===== config.mk =====
export PLATFORM = sky130hd
export DESIGN_NAME = mem_sequencer
export DESIGN_NICKNAME = d
export VERILOG_FILES = /design/src/rtl/mem_sequencer_pkg.sv /design/src/rtl/mem_sequencer_pc_reg.sv /design/src/rtl/mem_sequencer.sv
export SDC_FILE = /design/constraint.sdc
export NUM_CORES = 1
export LEC_CHECK = 0
export ABC_AREA = 0
export CAP_MARGIN = 5
export CORE_MARGIN = 10
export CORE_UTILIZATION = 44
export DETAILED_ROUTE_END_ITERATION = 16
export GPL_TIMING_DRIVEN = 1
export PLACE_DENSITY_LB_ADDON = 0.1
export SYNTH_ARGS = -nofsm -noshare
export SYNTH_HDL_FRONTEND = slang
export SYNTH_SLANG_ARGS = --single-unit

===== constraint.sdc =====
create_clock -name clk -period 1.99 [get_ports clk]
set_input_delay 0.398 -clock clk [delete_from_list [all_inputs] [get_ports clk]]
set_output_delay 0.398 -clock clk [all_outputs]
set_load 0.02 [all_outputs]

===== src/rtl/mem_sequencer_pkg.sv =====
// mem_sequencer_pkg: shared types and constants for the 6502 memory-access sequencer.
// VEC_LO/VEC_HI exist only when RESET_VECTOR_EN is defined.
package mem_sequencer_pkg;
    typedef enum logic [2:0] {
        FETCH_OP, DECODE, FETCH_LO, FETCH_HI, DATA_RD, DATA_WR
`ifdef RESET_VECTOR_EN
        , VEC_LO, VEC_HI
`endif
    } seq_state_t;
    typedef enum logic [1:0] {NONE, READ, WRITE} acc_t;
    localparam logic [15:0] VEC_ADDR_DFLT = 16'hFFFC;
endpackage


===== src/rtl/mem_sequencer_pc_reg.sv =====
// pc_reg: program counter with byte-slice loads (low/high) and wrapping increment.
module pc_reg #(
    parameter int ADDR_W = 16,
    parameter int DATA_W = 8,
    parameter logic [ADDR_W-1:0] RESET_PC = '0
) (
    input  logic              clk,
    input  logic              reset,
    input  logic              inc_i,
    input  logic              ld_lo_i,
    input  logic              ld_hi_i,
    input  logic [DATA_W-1:0] din_i,
    output logic [ADDR_W-1:0] pc_o
);
    localparam logic [ADDR_W-1:0] LO_MASK = ADDR_W'({DATA_W{1'b1}});
    localparam logic [ADDR_W-1:0] HI_MASK = LO_MASK << DATA_W;
    logic [ADDR_W-1:0] pc_q, pc_d, din_ext;
    always_comb begin
        din_ext = ADDR_W'(din_i);
        pc_d = ld_lo_i ? (pc_q & ~LO_MASK) | din_ext :
               ld_hi_i ? (pc_q & ~HI_MASK) | (din_ext << DATA_W) :
               inc_i   ? pc_q + ADDR_W'(1) : pc_q;
    end
    always_ff @(posedge clk) begin
        if (reset) pc_q <= RESET_PC;
        else pc_q <= pc_d;
    end
    assign pc_o = pc_q;
endmodule


===== src/rtl/mem_sequencer.sv =====
// mem_sequencer: per-instruction opcode / operand / data access sequencer for the 6502 core.
// Define RESET_VECTOR_EN to load the PC from VEC_ADDR/VEC_ADDR+1 after reset.
module mem_sequencer
    import mem_sequencer_pkg::*;
#(
    parameter int ADDR_W = 16,
    parameter int DATA_W = 8,
    parameter logic [ADDR_W-1:0] RESET_PC = '0,
    parameter logic [ADDR_W-1:0] VEC_ADDR = ADDR_W'(VEC_ADDR_DFLT)
) (
    input  logic              clk,
    input  logic              reset,
    input  logic              mem_ready,
    input  logic [DATA_W-1:0] mem_rdata,
    output logic [ADDR_W-1:0] mem_addr,
    output logic              mem_we,
    output logic [DATA_W-1:0] mem_wdata,
    output logic [DATA_W-1:0] opcode,
    input  logic [1:0]        op_len,
    input  acc_t              acc,
    input  logic [DATA_W-1:0] wr_data,
    output logic [ADDR_W-1:0] ea,
    output logic [DATA_W-1:0] rd_data,
    output logic              rd_valid,
    output logic              inst_done,
    output logic [ADDR_W-1:0] pc
);
    localparam logic [ADDR_W-1:0] HI_MASK = ADDR_W'({DATA_W{1'b1}}) << DATA_W;
    seq_state_t        state_q, state_d, data_st;
    acc_t              acc_q, acc_d;
    logic              two_q, two_d;
    logic [ADDR_W-1:0] ea_q, ea_d;
    logic [DATA_W-1:0] opcode_q, opcode_d, rd_data_q, rd_data_d;
    logic              rd_valid_q, rd_valid_d, inst_done_q, inst_done_d;
    logic              vec_lo, vec_hi, pc_inc;

`ifdef RESET_VECTOR_EN
    localparam seq_state_t RST_ST = VEC_LO;
    assign vec_lo = state_q == VEC_LO;
    assign vec_hi = state_q == VEC_HI;
`else
    localparam seq_state_t RST_ST = FETCH_OP;
    assign vec_lo = 1'b0;
    assign vec_hi = 1'b0;
`endif

    assign pc_inc = mem_ready && (state_q inside {FETCH_OP, FETCH_LO, FETCH_HI});

    pc_reg #(.ADDR_W(ADDR_W), .DATA_W(DATA_W), .RESET_PC(RESET_PC)) u_pc (
        .clk    (clk),
        .reset  (reset),
        .inc_i  (pc_inc),
        .ld_lo_i(mem_ready && vec_lo),
        .ld_hi_i(mem_ready && vec_hi),
        .din_i  (mem_rdata),
        .pc_o   (pc)
    );

    always_ff @(posedge clk) begin
        if (reset) begin
            state_q     <= RST_ST;
            acc_q       <= NONE;
            two_q       <= 1'b0;
            ea_q        <= '0;
            opcode_q    <= '0;
            rd_data_q   <= '0;
            rd_valid_q  <= 1'b0;
            inst_done_q <= 1'b0;
        end else begin
            state_q     <= state_d;
            acc_q       <= acc_d;
            two_q       <= two_d;
            ea_q        <= ea_d;
            opcode_q    <= opcode_d;
            rd_data_q   <= rd_data_d;
            rd_valid_q  <= rd_valid_d;
            inst_done_q <= inst_done_d;
        end
    end

    // acc is live in DECODE; later states use the copy latched there
    always_comb begin
        acc_d   = state_q == DECODE ? acc : acc_q;
        data_st = acc_d == READ ? DATA_RD : acc_d == WRITE ? DATA_WR : FETCH_OP;
        state_d = state_q;
        case (state_q)
            FETCH_OP: if (mem_ready) state_d = DECODE;
            DECODE:   state_d = op_len != 2'd0 ? FETCH_LO : data_st;
            FETCH_LO: if (mem_ready) state_d = two_q ? FETCH_HI : data_st;
            FETCH_HI: if (mem_ready) state_d = data_st;
            DATA_RD:  if (mem_ready) state_d = FETCH_OP;
            DATA_WR:  if (mem_ready) state_d = FETCH_OP;
`ifdef RESET_VECTOR_EN
            VEC_LO:   if (mem_ready) state_d = VEC_HI;
            VEC_HI:   if (mem_ready) state_d = FETCH_OP;
`endif
            default:  state_d = FETCH_OP;
        endcase
    end

    always_comb begin
        two_d       = state_q == DECODE ? op_len[1] : two_q;
        opcode_d    = state_q == FETCH_OP && mem_ready ? mem_rdata : opcode_q;
        ea_d        = !mem_ready ? ea_q :
                      state_q == FETCH_LO ? ADDR_W'(mem_rdata) :
                      state_q == FETCH_HI ? (ea_q & ~HI_MASK) | (ADDR_W'(mem_rdata) << DATA_W) : ea_q;
        rd_valid_d  = state_q == DATA_RD && mem_ready;
        rd_data_d   = rd_valid_d ? mem_rdata : rd_data_q;
        inst_done_d = state_d == FETCH_OP && state_q != FETCH_OP && !vec_hi;
        mem_addr    = state_q inside {DATA_RD, DATA_WR} ? ea_q :
                      vec_lo || vec_hi ? VEC_ADDR + ADDR_W'(vec_hi) : pc;
        mem_we      = state_q == DATA_WR && !reset;
        mem_wdata   = wr_data;
    end

    assign opcode    = opcode_q;
    assign ea        = ea_q;
    assign rd_data   = rd_data_q;
    assign rd_valid  = rd_valid_q;
    assign inst_done = inst_done_q;
endmodule


======== Word-level counts from Yosys, hierarchy flattened ========
Cells that the tools add are included.
word-level totals
  bits in registers ....................... 56
  bits of input ports ..................... 23
  word-level logic and storage cells ...... 46
cells by class
  $add $sub $neg .......................... 1
  equal/unequal tests ..................... 7
  mux-type cells .......................... 13
  bitwise logic cells ..................... 1
  reduce and logical (&&, ||, !) cells .... 15
operators by type and width
  operator                                             count
  2-to-1 mux 16 bit                                    3
  2-to-1 mux 3 bit                                     8
  adder 16 x 1 -> 16 bit, second input constant        1
  OR 8 x 16 -> 16 bit                                  1
  one-hot mux 3 bit (5 select lines)                   1
  equality test 3 x 2 -> 1 bit, second input constant  2
  equality test 3 bit, second input constant           2
  zero test 3 bit                                      2
  nonzero test 2 bit                                   3
  nonzero test 3 bit                                   2
  logical AND 1 bit                                    5
  equality test 3 x 1 -> 1 bit, second input constant  1
  equality test 2 x 1 -> 1 bit, second input constant  1
  equality test 2 bit, second input constant           1
  2-to-1 mux 2 bit                                     1
  AND reduction 2 bit                                  1
  OR reduction 2 bit                                   1
  zero test 1 bit                                      1

======== Longest topological paths before layout ========
Gate-level depths: netlist of the first run.
  depth in word-level cells ............... 10
  gate-level depth with buffers ........... 8
  gate-level depth less buffers ........... 7

======== Hierarchy ========
A second synthesis of the first run with hierarchy kept.
unflattened totals
  cell total of the unflattened synthesis .. 349
  area total of the unflattened synthesis .. 2841.5 sq um
by module, submodules not included
  module         instances  cells each  area each (sq um)
  mem_sequencer  1          221         1864.3
  pc_reg         1          128         977.2

======== Worst setup path after synthesis of the first run ========
Ideal clock, no wire load.
  path kind ............................... register to output
  start ................................... reg state_q[1]
  end ..................................... out mem_addr[10]
  arrival time ............................ 1.566 ns
  required time ........................... 1.592 ns
  setup slack ............................. 0.026 ns
  cell stages (with the launch flop) ...... 6
  buffers on the path ..................... 3
  cells stage by stage .................... dfxtp_1 clkbuf_1 nor2b_1 buf_2 buf_2 o21ai_0
on the way
  longest elaborated chain between the ends .. 3
ends and longest elaborated chain
  item                    RTL line              RTL
  from (decl)             mem_sequencer.sv:29   seq_state_t state_q, state_d, data_st;
  from (signal assigned)  mem_sequencer.sv:70   state_q <= state_d;
  equality test 3 bit     mem_sequencer.sv:110  mem_addr = state_q inside {DATA_RD, DATA_WR} ? ea_q :
  nonzero test 2 bit (*)  mem_sequencer.sv:110
  2-to-1 mux 16 bit (*)   mem_sequencer.sv:110
  to (decl)               mem_sequencer.sv:15   output logic [ADDR_W-1:0] mem_addr,
Every way passes the cells marked *; elsewhere a longest branch is shown, timed or not.

======== Worst setup path after layout of the first run ========
  start ................................... reg state_q[2]
  end ..................................... out mem_addr[9]
Same word-level chain as after synthesis.

==> flow_results.org, run 1 <==
** Outcome
- The flow ran to the end, and the final reports show no timing, DRC or antenna violations.

** Global route
- Number of global-route vias before repair :: 2294
- The number of antenna violations at the first check in global routing is 0.
- Gr usage total :: 16.2%
- First-pass GRT wire length :: 11.9 mm
- Entering global routing, the biggest net connects 57 pins.
- GR Overflow Total :: 0

** Synth
- Top post-synthesis cells by area :: dfxtp_1, nand2_1, a21oi_1
- After Yosys synthesis, XOR and XNOR cells account for 2.78% of the synthesized area.
- Area share of and/or/nand/nor cells after synthesis :: 25.9%
- Cell with the most instances after synthesis :: nand2_1
- Cells after Synth :: 306
- Syn_area_per_cell :: 8.25 um^2
- Sorting the synthesized cells by how often they occur yields nand2_1, dfxtp_1, a21oi_1, nor2_1, mux2_2.
- Largest family of logic cells by synthesized area :: simple AND/OR/NAND/NOR gates
- For this run, asynchronously set or reset flops after synthesis account for 0%.
- For this run, the register share of the synthesized area comes to 44.4%.
- Cell area after technology mapping :: 2520 um^2
- For this run, the leading register cell type out of synthesis is dfxtp_1.
- After synthesis the netlist holds a flip-flop and latch count of 56.
- During synthesis, Yosys emitted a total of 0 warnings.
- Number of flops mapped to enable cells by yosys :: 0
- Mux share of post-synthesis cell area :: 7.09%
- Summing the areas of all fa, ha and maj instances in the mapped netlist gives 0.991% of the synthesized area.
- Number of distinct library cell variants in the gate-level netlist after synthesis :: 40
- Synth area leader :: dfxtp_1
- Fraction of post-synthesis cell area in the top cell type by area :: 44.4%
- Share of the synthesized area in compound gates (AO/OA/AOI/OAI) :: 12.6%
- Syn_nets :: 331

** Run
- Max-cap violations :: 0

** Pwr
- IR analysis of the VDD net gives a maximum drop of 0.535 mV.
- Leakage power total :: 1.30 nW
- Power spread over the standard cell area amounts to 605 nW/um^2.

** Critical path
- The worst setup path is captured at an output pin.
- For the worst flop-to-flop path, the logic depth is 8.
- Arrival time reported for the critical path endpoint :: 1.52 ns
- Worst-path maximum fanout :: 6
- Launching point of the worst reg2reg path :: state_q[1]
- STA puts the critical path data required time at 1.59 ns.
- STA classifies the critical path startpoint as a flop.
- In this run the critical register-to-register path is captured at inst_done.
- Across all register-to-register paths, the minimum setup slack is 0.10 ns.
- Start-to-end type of the worst setup path :: reg -> out

** Final layout
- Fill cells in the final layout number 504.
- Cells fill 64.2% of the core in the end.
- After the flow finishes, the layout carries non-filler instances totaling 466.
- Synthesis-to-layout area growth :: 40.9%
- Final net count :: 418
- Register area :: 1120 um^2
- Number of antenna cells inserted :: 0
- Area occupied by multi-input gates :: 1300 um^2
- Cells with a size suffix above 1 make up 20.1% of the layout.

** Timing
- Final hold violation count :: 0
- Setup skew after layout :: 0.00695 ns
- Maximum achievable frequency :: 0.520 GHz
- Headroom to the max-slew limit came out at 61.0%.
- Worst Tran Pin Value :: 0.585 ns
- RSZ-0062 raised after global routing :: no
- Accumulated negative setup slack :: 0 ns
- The number of max-slew violations in the final report came to 0.
- Tcrit/Tclk final :: 96.6%
- The smallest clock period supported by the final layout is computed as 1.92 ns.
- Setup violations remaining at the end of the flow were counted as 0.

** Min path
- Startpoint of the most critical hold path :: rd_data[1]
- Hold Path Stages :: 2
- Endpoint with the worst hold slack :: rd_data[1]
- Kind of path behind the tightest hold check :: reg -> reg

** CTS
- For the worst-skew pair, the clock arrives at the later sink with an insertion delay of 0.31 ns.
- Clock Pin Slew Worst Setup and Hold Paths :: 0.10 ns
- CTS saw 56 sinks.
- TritonCTS built the clock tree.
- The longest clock path from root to sink contains 2 buffers.
- The root buffer cell chosen for the clock tree is clkbuf_8.
- The H-tree was split into 2 levels.
- In this run, CTS created clock tree buffers numbering 5.

** Floorplan
- Vert. Die Dim :: 95.8 um
- Effective utilization at floorplan :: 45.6%
- DIE AREA :: 9170 um^2
- Width of the chip :: 95.8 um
- Placement row count :: 27
- Count of boundary I/O pins :: 98
- Core Box Area :: 5540 um^2

** Routing
- For this block, the routed nets add up to 7.57 mm of wire.
- The detailed router finished its first iteration with 117 violations.
- Dividing the detail-routed via count by the number of cells gives 5.19.
- The count of nets left with antenna violations once routing finished came out at 0.
- The first TritonRoute pass finished after 4 iterations.
- In the final routed layout, each cell accounts on average for 16.3 um.
- Detailed routing inserted a total of 2419 vias.
- For this run, design rule violations remaining after detail routing come to 0.

** Placement
- Routability-driven placement finished with a final weighted congestion of 0.785.
- Detailed placement ended at an HPWL of 5.55 mm.
- Input and output buffers added on the ports amount to 81.
- The number of placed instances, taps included, is 456.
==> kinds of logic after synthesis <==
logic type                 Yosys count
and+or+nand+nor                    135
AOI/OAI and AO/OA                   60
DFF                                 56
buffers and inverters               29
muxes                               16
xor gates and xnor gates             8
adders and majority gates            2
==> power breakdown <==
part	total (W)	switching [W]	internal (W)
clock	0.000649	0.000365	0.000284
sequential	0.00117	0.0000206	0.00115
combinational	0.000332	0.000181	0.000152
==> critical path: stages (launching register included) <==
cell and delay, ns:
dfxtp_2 0.34, nor2b_4 0.21, buf_6 0.16, mux2_2 0.34, buf_2 0.16
==> how the worst max path moves through the flow <==
stage / from / endpoint / slack [ns] / depth (start not counted)
final: state_q[2] / mem_addr[9] / 0.07 / 4
after CTS: state_q[2] / mem_addr[15] / -0.02 / 4
after detailed placement: mem_ready / u_pc.pc_o[15] / -0.16 / 5
after global placement: mem_ready / u_pc.pc_o[15] / -0.12 / 5
after floorplan: state_q[1] / mem_addr[10] / 0.03 / 5
after global routing: state_q[2] / mem_addr[2] / 0.01 / 4
==> flip-flops by register name, summed over array words and instances (netlist names) <==
register,cells
state_q,3
acc_q,2
u_pc.pc_o,16
inst_done,1
rd_valid,1
rd_data,8
two_q,1
opcode,8
ea,16
==> metal layers <==
layer / share of wire (%) / global-route usage [%]
met5: 0 / 0
met4: 1.4 / 5.53
met3: 8.6 / 5.37
met2: 45 / 24.7
met1: 45 / 21.0
==> per-stage QoR <==
step	setup WS (ns)	hold slack, ns	instance area, um^2	power, W
2_1_floorplan	0.0262	0.462	2520	0.00138
3_3_place_gp	-0.125	0.441	3450	0.00151
3_5_place_dp	-0.160	0.446	3450	0.00151
4_1_cts	-0.0162	0.459	3530	0.00215
5_1_grt	0.0115	0.481	3560	0.00224
6_report	0.0686	0.459	3560	0.00215
==> final cells by class <==
cell class                 count  share of cell area [%]
multi-input combinational    221                    36.5
clock buffer                   7                    2.43
inverter                       3                   0.317
timing repair buffer         106                    26.4
tap                           72                    2.53
sequential                    56                    31.6
clock inverter                 1                   0.211
==> repair_timing <==
action / CTS / global route
buffers inserted: 0 / 1
resized for setup: 69 / 13
endpoints found under the setup margin: 18 / 15
hold endpoints to repair: 0 / 0
hold buffers: 0 / 0
pin swaps: 0 / 1
gates cloned: 1 / 0
==> placed cells by master (no fill, tap or decap), drive strengths merged, types with 3 or more instances in the layout <==
cell	n
or4	5
nor2b	6
inv	3
xnor2	4
o31ai	5
clkdlybuf4s50	63
a21oi	44
nand4	4
dfxtp	56
o21ai	9
nor2	18
buf	40
xor2	4
mux2	15
nand2	65
nand3	14
clkbuf	7
or3	4
nor3	3
Power figures use the tool's default switching activity.
==> inputs of run 2 (changes only) <==
Settings changed: ABC_CLOCK_PERIOD_IN_PS from default to 1990.
==> results of run 2 <==
Final layout, timing and power as in run 1 (identical DEF).
==> inputs of run 3 (changes only) <==
Settings changed: CORE_UTILIZATION 44 to 45, CTS_BUF_LIST from default to sky130_fd_sc_hd__clkbuf_4.
==> run 3 against run 2 <==
  * Utilization grew 2.4 points
  * Register-to-register slack worse by 0.05 ns
  * Sequential power is essentially flat
  * Clock skew up 0.0073 ns
  * Power is 1.3% lower
  * Sequential share of layout area down 0.75 points
  * Global-route usage up 0.19 points
  * Largest power group unchanged
==> flow_results.org, run 3 (synthesis gave the netlist of run 1 again) <==
** CTS
- The source-to-sink clock delay at the later pin of the worst-skew pair is 0.38 ns (+0.07 ns).
- CTS tree :: done
- Number of buffers on the longest clock path :: 2 (unchanged)
- Sink Count :: 56 (unchanged)
- The hold-fix buffer count after cts is 0 (unchanged).
- The register clock-pin slew on the reported worst setup and hold paths is 0.16 ns (+0.06 ns).
- The total number of H-tree levels is 2 (unchanged).
- Clock tree synthesis selected as its root buffer the cell clkbuf_4.
- Number of buffers added by the clock tree synthesis step :: 5 (unchanged)

** Floorplan
- The total core area came to 5470 um^2 (-1.2%).
- Effective utilization at floorplan :: 46.1% (+0.56 points)
- Vert. Die Dim :: 94.9 um (-0.88%)
- Placement row count :: 27 (unchanged)
- The I/O pin count is 98 (unchanged).
- The x dimension of the die was 94.9 um (-0.88%).
- The die area came to 9010 um^2 (-1.8%).

** Routing
- The number of routed nets with antenna violations is 0 (unchanged).
- Overall routed net length :: 7.71 mm (+1.8%)
- The via count came to 2468 (+2.0%).
- Via density per instance :: 5.28 (+1.8%)
- The routed wire length per instance is 16.5 um (+1.6%).
- Drc violations :: 0 (unchanged)
- The number of violations reported at the end of detailed-routing iteration 0 is 83 (-29%).
- The detailed-routing iteration count for the pre-antenna-repair pass was 4 (unchanged).

** Critical path
- STA classifies the critical path endpoint as an output pin.
- The stage delay of the slowest cell on the critical path came to 0.36 ns (+0.02 ns).
- Start-to-end type of the worst setup path :: reg -> out
- STA classifies the critical path startpoint as a flop.
- The signal on the critical path passes through nor2b_4, buf_6, mux2_4, buf_6.
- The cell that appears most often on the critical path is buf_6.
- Among all stages on the critical path, the largest delay is contributed by dfxtp_2.
- Critical path required time :: 1.59 ns (about the same)
- The largest driver fanout on the critical path is 7 (+1).
- Arrival time reported for the critical path endpoint :: 1.59 ns (+0.07 ns)

** Timing
- The share of the clock period used by the worst path after layout is 99.8% (+3.2 points).
- Final number of setup-violating endpoints :: 0 (unchanged)
- Minimum clock period :: 1.99 ns (+0.0647 ns)
- Worst Tran Pin Value :: 0.573 ns (-0.0117 ns)
- The clock skew is 0.0142 ns (+0.00728 ns).
- Max Transition Viols Final :: 0 (unchanged)
- The headroom to the max-slew limit was 61.8% (+0.78 points).
- Setup repair after global routing could not meet its margin everywhere.
- The final count of hold timing violations is 0 (unchanged).
- The slack of the critical path came to 0.00399 ns (-0.0647 ns).
- The highest attainable clock frequency came to 0.504 GHz (-3.3%).

** Pwr
- Peak supply drop :: 0.365 mV (-32%)
- Power Dens Cells :: 583 nW/um^2 (-3.7%)
- The leakage dissipation is 1.36 nW (+4.4%).

** Placement
- Routability congestion estimate :: 0.817 (+4.0%)
- The number of port buffers came to 81 (unchanged).
- Cell area after placement :: 3450 um^2 (unchanged)
- The worst slack at placement came to -0.184 ns (-0.0238 ns).
- HPWL Detailed :: 5.52 mm (-0.49%)

** Run
- The max-capacitance violation count was 0 (unchanged).

** Min path
- In this run the worst hold path is classified as reg -> reg.

** Final layout
- Area of all placed cells without fillers :: 3650 um^2 (+2.5%)
- Leading cell type in the layout, fill and taps excluded :: nand2_1
- Top library cells by usage in the layout, fill and taps aside :: nand2_1, clkdlybuf4s50_1, dfxtp_1, a21oi_1, buf_4
- Number of antenna cells inserted :: 0 (unchanged)
- Share of layout cells above drive strength 1 :: 20.3% (+0.20 points)
- From synthesis to final layout, the design area changed by 44.5%.
- Final net count :: 419 (+0.24%)

** Global route
- Gr usage total :: 16.4% (+0.19 points)
- The maximum number of pins on one net before global-route repair is 57 (unchanged).
- First-pass GRT wire length :: 11.7 mm (-0.99%)
- GR Overflow Total :: 0 (unchanged)
- Antenna violations before repair :: 0 (unchanged)
- The via count of the first global-routing pass came to 2296 (+0.087%).

** Outcome
- Result of the run :: finished clean
## run 3: cell types whose count changed in the layout (fill, tap and decap cells not counted), moves of 2 or more
cell,previous run,this run
buf_2,15,1
mux2_2,15,1
mux2_4,0,14
buf_6,4,17
clkbuf_8,6,0
clkbuf_4,0,5
buf_4,21,24
clkbuf_2,0,2
clkdlybuf4s50_1,63,61
dlymetal6s2s_1,0,2
## run 3: stage by stage
stage	util, %	total power (W)	hold slack [ns]	setup TNS (ns)	std cells
CTS	64.0	0.00212	0.466	-0.00890	466
detailed placement	63.0	0.00151	0.448	-1.45	456
floorplan	-	0.00138	0.462	0	306
finish	66.6	0.00213	0.463	0	467
global route	66.6	0.00221	0.486	-0.796	467
global placement	63.0	0.00151	0.442	-0.788	456
## run 3: worst paths after layout
| path | cells after the start | to | from | slack (ns) |
|---|---|---|---|---|
| worst max-delay path | 4 | mem_addr[5] | state_q[2] | 0.004 |
| worst min-delay path | 2 | rd_data[4] | rd_data[4] | 0.46 |
| worst max register to register | 8 | inst_done | state_q[1] | 0.05 |
| worst min register to register | 2 | rd_data[4] | rd_data[4] | 0.46 |
## run 3: final cells by class
| class | count | area (um^2) |
|---|---|---|
| Clock buffer | 5 | 37.5 |
| Clock inverter | 3 | 42.5 |
| Fill cell | 491 | 1830 |
| Inverter | 3 | 11.3 |
| Multi-Input combinational cell | 221 | 1320 |
| Sequential cell | 56 | 1120 |
| Tap cell | 72 | 90.1 |
| Timing Repair Buffer | 107 | 1020 |
## run 3: worst max-delay path, delay by kind of cell, from the launching register on
| family | cells | cell delay (ns) |
|---|---|---|
| flip-flops | 1 | 0.36 |
| buffers and inverters | 2 | 0.31 |
| multiplexers | 1 | 0.32 |
| AND/OR/NAND/NOR | 1 | 0.22 |
## run 3: repair_timing
action,in CTS,in global routing
gates cloned,1,0
endpoints found under the setup margin,17,21
buffers inserted,1,1
resized for setup,74,53
## run 3: power breakdown
group | leakage (nW) | switching [W] | internal (W)
Combinational | 0.865 | 0.000175 | 0.000151
Sequential | 0.455 | 0.0000218 | 0.00115
Clock | 0.0412 | 0.000361 | 0.000263
## run 3: metal layers
layer	track usage (%)	share of wire, %	routed length (um)	up-vias
met5	0	0	0	-
met4	4.74	1.3	97	0
met3	6.11	8.9	690	10
met2	25.9	47	3620	77
met1	20.4	43	3300	1171
li1	-	-	-	1210
